--- config.mk ---
export PLATFORM = sky130hd
export DESIGN_NAME = cpu_seq_core
export DESIGN_NICKNAME = d
export VERILOG_FILES = /design/src/rtl/cpu_seq_core.sv
export SDC_FILE = /design/constraint.sdc
export NUM_CORES = 1
export LEC_CHECK = 0
export ABC_CLOCK_PERIOD_IN_PS = 6300
export BUFFER_PORTS_ARGS = -buffer_cell sky130_fd_sc_hd__buf_2
export CAP_MARGIN = 20
export CORE_MARGIN = 8
export CORE_UTILIZATION = 57
export DETAILED_ROUTE_END_ITERATION = 12
export PLACE_DENSITY_LB_ADDON = 0.3
export RECOVER_POWER = 25
export SKIP_LAST_GASP = 1
export SYNTH_ARGS = -nofsm -noshare
export SYNTH_HDL_FRONTEND = slang
export SYNTH_SLANG_ARGS = --single-unit
--- constraint.sdc ---
create_clock -name clk -period 6.3 [get_ports clk]
set_input_delay 0.945 -clock clk [delete_from_list [all_inputs] [get_ports clk]]
set_output_delay 0.945 -clock clk [all_outputs]
set_load 0.02 [all_outputs]
--- src/rtl/cpu_seq_core.sv ---
// Control core of the 8-bit CPU: microcycle sequencer, program counter and ALU.
// Micro-state is decoded combinationally from the instruction register and cycle count.
module cpu_seq_core (
    input  logic       clk,
    input  logic       reset,
    input  logic [7:0] opcode,
    input  logic [7:0] bus_in,
    input  logic [7:0] rega,
    input  logic [7:0] regb,
    input  logic       cin,
    output logic [3:0] state,
    output logic [3:0] cycle,
    output logic [7:0] pc,
    output logic [7:0] alu_out,
    output logic       cout,
    output logic       eq_zero,
    output logic       jump_allowed
);

    localparam int unsigned DW = 8;
    localparam int unsigned SW = 4;

    typedef enum logic [SW-1:0] {
        S_FETCH_PC   = 4'd0,
        S_FETCH_INST = 4'd1,
        S_HALT       = 4'd2,
        S_LOAD_ADDR  = 4'd3,
        S_RAM_A      = 4'd4,
        S_RAM_B      = 4'd5,
        S_STORE_A    = 4'd6,
        S_ALU_OP     = 4'd7,
        S_OUT_A      = 4'd8,
        S_JUMP       = 4'd9,
        S_LDI        = 4'd10,
        S_MOV_FETCH  = 4'd11,
        S_MOV_LOAD   = 4'd12,
        S_MOV_STORE  = 4'd13,
        S_NEXT       = 4'd15
    } state_e;

    logic [SW-1:0] cycle_q, cycle_d;
    logic [DW-1:0] pc_q, pc_d;
    logic [SW-1:0] step;
    state_e        state_c;
    state_e        mem_state;
    logic          mov_memory;
    logic [DW:0]   alu_res;

    assign eq_zero      = (rega == 8'h00);
    assign jump_allowed = (opcode == 8'h06)
                        | ((opcode == 8'h07) & eq_zero)
                        | ((opcode == 8'h08) & ~eq_zero);
    assign mov_memory   = (opcode[5:3] == 3'b111) | (opcode[2:0] == 3'b111);
    assign step         = cycle_q - SW'(2);

    // Micro-state decode: two fetch cycles, then the opcode's step list, then NEXT.
    always_comb begin
        state_c   = S_NEXT;
        mem_state = S_RAM_A;
        case (opcode[1:0])
            2'b10:   mem_state = S_RAM_B;
            2'b11:   mem_state = S_STORE_A;
            default: mem_state = S_RAM_A;
        endcase
        if (cycle_q == SW'(0)) begin
            state_c = S_FETCH_PC;
        end else if (cycle_q == SW'(1)) begin
            state_c = S_FETCH_INST;
        end else begin
            casez (opcode)
                8'h01, 8'h02, 8'h03: begin
                    if (step == SW'(0))      state_c = S_FETCH_PC;
                    else if (step == SW'(1)) state_c = S_LOAD_ADDR;
                    else if (step == SW'(2)) state_c = mem_state;
                end
                8'h04: begin
                    if (step == SW'(0)) state_c = S_OUT_A;
                end
                8'h05: begin
                    if (step == SW'(0)) state_c = S_HALT;
                end
                8'h06, 8'h07, 8'h08: begin
                    if (step == SW'(0))      state_c = S_FETCH_PC;
                    else if (step == SW'(1)) state_c = S_JUMP;
                end
                8'b0001_0???: begin
                    if (step == SW'(0))      state_c = S_FETCH_PC;
                    else if (step == SW'(1)) state_c = S_LDI;
                end
                8'b01??_????: begin
                    if (step == SW'(0))      state_c = S_MOV_FETCH;
                    else if (step == SW'(1)) state_c = S_MOV_LOAD;
                    else if (step == SW'(2)) state_c = S_MOV_STORE;
                end
                8'b10??_????: begin
                    if (step == SW'(0)) state_c = S_ALU_OP;
                end
                default: state_c = S_NEXT;
            endcase
        end
    end

    // Next cycle count and program counter.
    always_comb begin
        cycle_d = cycle_q + SW'(1);
        pc_d    = pc_q;
        if (state_c == S_NEXT) begin
            cycle_d = SW'(0);
        end else if (state_c == S_HALT) begin
            cycle_d = cycle_q;
        end
        case (state_c)
            S_FETCH_INST, S_LOAD_ADDR, S_LDI: pc_d = pc_q + DW'(1);
            S_MOV_LOAD: if (mov_memory) pc_d = pc_q + DW'(1);
            S_JUMP:     pc_d = jump_allowed ? bus_in : pc_q + DW'(1);
            default:    pc_d = pc_q;
        endcase
    end

    always_ff @(posedge clk or posedge reset) begin
        if (reset) begin
            cycle_q <= '0;
            pc_q    <= '0;
        end else begin
            cycle_q <= cycle_d;
            pc_q    <= pc_d;
        end
    end

    // ALU: 9-bit result so bit 8 doubles as carry / no-borrow.
    always_comb begin
        alu_res = '0;
        case (opcode[5:3])
            3'b000:  alu_res = {1'b0, rega} + {1'b0, regb} + (DW+1)'(cin);
            3'b001:  alu_res = {1'b0, rega} + {1'b0, ~regb} + (DW+1)'(1);
            3'b010:  alu_res = {1'b0, rega & regb};
            3'b011:  alu_res = {1'b0, rega | regb};
            3'b100:  alu_res = {1'b0, rega ^ regb};
            3'b101:  alu_res = {1'b0, ~rega};
            3'b110:  alu_res = {1'b0, rega} + (DW+1)'(1);
            default: alu_res = {1'b0, rega} - (DW+1)'(1);
        endcase
    end

    assign state   = state_c;
    assign cycle   = cycle_q;
    assign pc      = pc_q;
    assign alu_out = alu_res[DW-1:0];
    assign cout    = alu_res[DW];

endmodule

==> impl_metrics.py, run 1 <==
metrics = {
    "status": {
        "status": "completed",
    },
    "grt": {
        "gr-total-overflow": 0,
        "grt_max_degree": 39,
        "grt_usage_pct": 19.6,
        "grt_pass1_wl_um": 12500,
        "antenna_found_initial": 0,
        "grt_pass1_vias": 2774,
    },
    "clocking": {
        "cts_made_buffers": 3,
        "cts_resized": 0,
        "postCtsSetupRepairBufs": 0,
        "cts-hold-fix-buffers": 0,
        "clockBufferDepth": 2,
        "path_clk_slew_ps": 60,
        "clkSinkCount": 12,
        "root_buffer": "clkbuf_8",
        "cts_tree": "done",
        "h-tree-depth": 1,
        "worstSkewPairLatency_ps": 250,
    },
    "detailed_routing": {
        "drtAntennaViolNets": 0,
        "dr.pass1.iters": 4,
        "vias_per_cell": 5.86,
        "wl_met1_um": 3450,
        "wl_um": 7350,
        "dr_wl_met2_um": 3530,
        "routed.top_layer": "met4",
        "vias": 2875,
        "wl_met3_um": 338,
        "drcViolationCount": 0,
        "drt_iter0_markers": 194,
        "wire_per_inst_um": 15.0,
    },
    "logic_synthesis": {
        "async_flop_share_pct": 100,
        "synthMuxAreaShare_pct": 4.36,
        "netlist_instances": 375,
        "synth_compound_area_share_pct": 32.1,
        "synth_simple_gate_area_share_pct": 18.7,
        "synth_flop_cell": "dfrtp_1",
        "synth_edf_count": 0,
        "yosysTopAreaCell": "ha_1",
        "ys_seq_area_share_pct": 10.7,
        "yosys_warnings": 0,
        "synth_top_cell_area_share_pct": 18.2,
        "synth_fa_ha_area_share_pct": 21.4,
        "synthDistinctLibCells": 62,
        "yosysMostFrequentCell": "inv_1",
        "syn_avg_cell_area_um2": 7.51,
        "synth_top_family_by_area": "compound AO/OA/AOI/OAI gates",
        "synth_common_cells": "inv_1, ha_1, o21ai_0",
        "synth_area_um2": 2820,
        "synthesis.nets": 455,
        "yosys_register_bits": 12,
        "synth-xor-area-share_pct": 4.04,
        "synth_area_leaders": "ha_1, dfrtp_1, inv_1, o21ai_0, a21oi_1",
    },
    "sta": {
        "max_slew_margin_pct": 57.4,
        "rsz0062_at_grt": "false",
        "fin_skew_ps": 7.35,
        "maxSlewViolCount": 0,
        "worst_hold_slack_ps": 566,
        "hold_viol": 0,
        "finalSetupTns_ps": 0,
        "tightestPinTransition_ps": 634,
        "fmax_ghz": 0.203,
        "period_needed_ps": 4930,
        "setup_violations": 0,
        "fin_crit_sh_pct": 78.2,
    },
    "worst_setup_path": {
        "cp-end-kind": "output pin",
        "critical_path_required_ps": 5350,
        "startpoint": "opcode[4]",
        "crit_fanout": 23,
        "path_class": "in2out",
        "rr_startpoint": "cycle[1]$_DFFE_PP0P_",
        "critPathArrivalTime_ps": 3980,
        "start_kind": "input pin",
        "rr_worst_depth": 10,
    },
    "place": {
        "place_area_um2": 3130,
        "portBuffers": 61,
        "post-dp-hpwl_um": 5750,
        "routabilityCongestion": 0.937,
    },
    "finish": {
        "final_area_um2": 3190,
        "syn_to_final_growth_pct": 13.2,
        "antenna_cells": 0,
        "drive_gt1_share_pct": 19.3,
        "nets": 505,
    },
    "die": {
        "pin_count": 62,
        "initial_core_util_pct": 59.2,
        "num_rows": 25,
        "die_w_um": 86.3,
        "die_h_um": 86.3,
        "core_um2": 4750,
        "die_area_um2": 7440,
    },
    "hold_path": {
        "worstHoldStart": "pc[7]$_DFFE_PP0P_",
        "min_path_cells": 2,
        "hp-class": "reg2reg",
    },
    "power": {
        "powerDensity_nw_per_um2": 270,
        "p_sw_share_pct": 53.3,
        "seq_power_share_pct": 18.9,
        "ir_drop_v": 0.000284,
        "p_int_w": 0.000402,
        "power_leakage_nw": 1.54,
        "p_switching_w": 0.000458,
        "p_comb_share_pct": 71.2,
        "clkPwrFrac_pct": 10.0,
    },
    "run": {
        "cap_violations": 0,
    },
}
-- layout by cell type (no fill, tap or decap), drive strengths merged, types with 3 or more instances in the layout --
cell    netlist  routed
buf           6      61
inv          45      45
ha           41      41
o21ai        30      30
a21oi        28      28
nand2        27      27
nor2         26      26
a21o         12      12
dfrtp        12      12
mux2i        10      10
xnor2         9       9
o221ai        9       9
nor3          8       8
a22oi         7       7
o21a          7       7
nand3         6       6
o211ai        6       6
o21bai        6       6
nor4          4       4
nor2b         4       4
a221o         4       4
xor2          4       4
fa            4       4
clkbuf       10       4
o31ai         4       4
nand2b        3       3
and3          3       3
a31oi         3       3
or2           3       3
-- cell families (layout without fill, tap and decap cells) --
logic type / after synthesis / after routing
XOR/XNOR: 13 / 13
adder cells (fa/ha/maj): 46 / 46
AND/OR/NAND/NOR: 99 / 99
flip-flops: 12 / 12
multiplexers: 12 / 12
buffers and inverters: 62 / 111
AO/OA/AOI/OAI: 131 / 131
-- cell type report --
cell class	count	area (um2)
Fill cell	435	1570
Sequential cell	12	300
Timing Repair Buffer	61	305
Tap cell	67	83.8
Inverter	46	173
Multi-Input combinational cell	301	2270
Clock buffer	4	55.1
-- state kept, by name, summed over array words and instances, names as in the netlist --
| register | cells |
|---|---|
| pc | 8 |
| cycle | 4 |
-- critical path, stage by stage --
cell     delay, ps
buf_2          330
nand2_1        280
or2_2          440
fa_1           440
a21o_1         170
a21oi_1        220
nor2b_1         70
o21a_1         180
o21a_1         170
or2_2          280
a21oi_1        150
a21o_1         120
buf_2          170
-- power by group through the flow --
stage | logic, W | registers, W | clock network (W)
finish | 0.000612 | 0.000162 | 0.0000856
global route | 0.000678 | 0.000169 | 0.0000912
CTS | 0.000615 | 0.000161 | 0.0000871
detailed placement | 0.000611 | 0.000161 | 0
global placement | 0.000594 | 0.000160 | 0
floorplan | 0.000413 | 0.000196 | 0
-- final timing paths --
kind	endpoint	slack (ps)
max in group asynchronous	pc[2]$_DFFE_PP0P_	5290
worst min register to register	pc[7]$_DFFE_PP0P_	570
worst min-delay path	pc[7]$_DFFE_PP0P_	570
min in group asynchronous	pc[6]$_DFFE_PP0P_	690
worst max-delay path	alu_out[6]	1370
worst max register to register	pc[6]$_DFFE_PP0P_	2820
-- routing by layer --
layer  global-route usage, %  vias up
met1                    25.6     1351
met4                    2.19        0
met3                    2.65        4
met5                       0        -
met2                    34.3       76
li1                        -     1444
-- metrics by stage --
step                      total power (W)  util (%)  setup slack, ps  std cells
after floorplan                  0.000609         -             1480        375
after global placement           0.000754      65.9             1490        487
after detailed placement         0.000772      65.9             1410        487
after CTS                        0.000863      67.0             1400        491
after global routing             0.000938      67.0             1110        491
final                            0.000860      67.0             1370        491
(Power assumes the default switching activity.)
==> run 2: changes to the inputs <==
ABC_AREA = 1   (was unset)
ABC_CLOCK_PERIOD_IN_PS = 4000   (was 6300)
CORE_UTILIZATION = 52   (was 57)
clock period = 4 ns   (was 6.3 ns; I/O delays follow)
==> impl_metrics.py, run 2 <==
metrics = {
    "status": {
        "status": "completed",
    },
    "power": {
        "powerDensity_nw_per_um2": 438,
        "ir_drop_v": 0.000334,
        "clkPwrFrac_pct": 8.7,
        "p_comb_share_pct": 75.3,
        "power_leakage_nw": 1.92,
        "p_int_w": 0.000650,
        "p_sw_share_pct": 57.3,
        "seq_power_share_pct": 16.0,
        "p_switching_w": 0.000872,
    },
    "clocking": {
        "cts_tree": "done",
        "root_buffer": "clkbuf_8",
        "cts_made_buffers": 3,
        "postCtsSetupRepairBufs": 0,
        "cts_resized": 0,
        "cts-hold-fix-buffers": 0,
        "path_clk_slew_ps": 60,
        "clockBufferDepth": 2,
        "worstSkewPairLatency_ps": 240,
        "h-tree-depth": 1,
        "clkSinkCount": 12,
    },
    "sta": {
        "fmax_ghz": 0.270,
        "setup_violations": 0,
        "fin_skew_ps": 4.61,
        "period_needed_ps": 3700,
        "maxSlewViolCount": 0,
        "worst_hold_slack_ps": 345,
        "fin_crit_sh_pct": 92.4,
        "rsz0062_at_grt": "false",
        "hold_viol": 0,
        "finalSetupTns_ps": 0,
        "max_slew_margin_pct": 58.2,
        "tightestPinTransition_ps": 624,
    },
    "logic_synthesis": {
        "synthDistinctLibCells": 37,
        "synth_edf_count": 0,
        "yosys_register_bits": 12,
        "synth_top_cell_area_share_pct": 17.0,
        "async_flop_share_pct": 100,
        "synth_flop_cell": "dfrtp_1",
        "ys_seq_area_share_pct": 9.98,
        "yosysMostFrequentCell": "nand2_1",
        "yosysTopAreaCell": "ha_1",
        "synthesis.nets": 573,
        "yosys_warnings": 0,
        "synth_area_leaders": "ha_1, nand2_1, dfrtp_1, inv_1, nand3_1",
        "synth_common_cells": "nand2_1, inv_1, nand3_1",
        "synth_area_um2": 3010,
        "netlist_instances": 493,
        "syn_avg_cell_area_um2": 6.10,
    },
    "die": {
        "core_um2": 5540,
        "initial_core_util_pct": 54.3,
        "die_w_um": 92.1,
        "pin_count": 62,
        "die_area_um2": 8480,
        "die_h_um": 92.1,
        "num_rows": 27,
    },
    "finish": {
        "largest_register_ff_count": 8,
        "utilization_pct": 62.7,
        "drive_gt1_share_pct": 20.4,
        "nFillCells": 528,
        "final_cell_mix": "nand2_1, inv_1, buf_2, nand3_1, nor2_1",
        "final_area_um2": 3480,
        "fin_cells": 632,
        "syn_to_final_growth_pct": 15.5,
        "mostFrequentLayoutCell": "nand2_1",
        "antenna_cells": 0,
        "nets": 641,
    },
    "place": {
        "routabilityCongestion": 0.930,
        "post-dp-hpwl_um": 7090,
        "place_area_um2": 3420,
        "portBuffers": 61,
        "dp.cells": 628,
    },
    "worst_setup_path": {
        "start_kind": "input pin",
        "cp-end-kind": "output pin",
        "path_class": "in2out",
        "critical_path_required_ps": 3400,
        "worstPathCellList": "buf_2 > nand2_1 > inv_1 > nand2_2 > fa_1 > nand3_1 > nand3_1 > nand2_1 > nand2_1 > a21o_1 > and2_1 > nor2_1 > o21ai_0 > or2_2 > nand4_1 > buf_2",
        "cp_slowest_cell": "fa_1",
        "crit_fanout": 8,
        "crit_path_frequent_cell": "nand2_1",
        "worst-path-buf-inv": 3,
        "cp_top_family": "simple AND/OR/NAND/NOR gates",
        "critPathArrivalTime_ps": 3100,
        "r2r_slack_ps": 1450,
        "critical-path-max-stage-delay_ps": 440,
    },
    "detailed_routing": {
        "wire_per_inst_um": 13.6,
        "drcViolationCount": 0,
        "drtAntennaViolNets": 0,
        "wl_um": 8580,
        "dr.pass1.iters": 5,
        "vias": 3442,
        "drt_iter0_markers": 225,
        "vias_per_cell": 5.45,
    },
    "run": {
        "cap_violations": 0,
    },
    "grt": {
        "grt_max_degree": 18,
        "grt_pass1_vias": 3222,
        "grt_usage_pct": 20.1,
        "gr-total-overflow": 0,
        "grt_pass1_wl_um": 14500,
        "antenna_found_initial": 0,
    },
    "hold_path": {
        "hp-class": "in2async",
    },
}
==> run 2: area by class of cell <==
type / count / area [um2] / area share (%)
clock buffer: 4 / 55.1 / 1.58
inverter: 87 / 329 / 9.47
sequential: 12 / 300 / 8.64
tap: 72 / 90.1 / 2.59
multi-input combinational: 392 / 2370 / 68.1
timing repair buffer: 65 / 335 / 9.65
==> run 2: kinds of logic after synthesis <==
family,after synthesis,synth area share [%]
simple gates,266,41.9
buf+inv,89,11.5
compound gates,73,14.6
fa+ha+maj,45,19.7
flops,12,9.98
xor+xnor,8,2.33
==> run 2: per-layer routing <==
layer  GRT usage [%]  wire (um)
met1            27.3       4020
met4            6.85        197
met5               0          0
met2            31.1       3660
met3            3.67        702
==> run 2: path summary, 6_finish.rpt <==
path / endpoint / cells past startpoint / from
max: cout / 16 / opcode[5]
min: pc[1]$_DFFE_PP0P_ / 2 / reset
max reg2reg: pc[2]$_DFFE_PP0P_ / 14 / cycle[2]$_DFFE_PP0P_
min reg2reg: pc[1]$_DFFE_PP0P_ / 2 / pc[1]$_DFFE_PP0P_
max in group asynchronous: pc[4]$_DFFE_PP0P_ / 2 / reset
min in group clk: pc[1]$_DFFE_PP0P_ / 2 / pc[1]$_DFFE_PP0P_
==> run 2: power by group through the flow <==
stage | combinational, W | clock, W | sequential [W]
2_1_floorplan | 0.000806 | 0 | 0.000292
3_3_place_gp | 0.00112 | 0 | 0.000244
3_5_place_dp | 0.00114 | 0 | 0.000242
4_1_cts | 0.00115 | 0.000134 | 0.000243
5_1_grt | 0.00127 | 0.000139 | 0.000255
6_report | 0.00115 | 0.000132 | 0.000244
==> run 2: through the flow <==
step	power [W]	setup slack (ps)
final	0.00152	302
after global routing	0.00167	94.1
after CTS	0.00152	224
after detailed placement	0.00138	235
after global placement	0.00137	369
after floorplan	0.00110	683
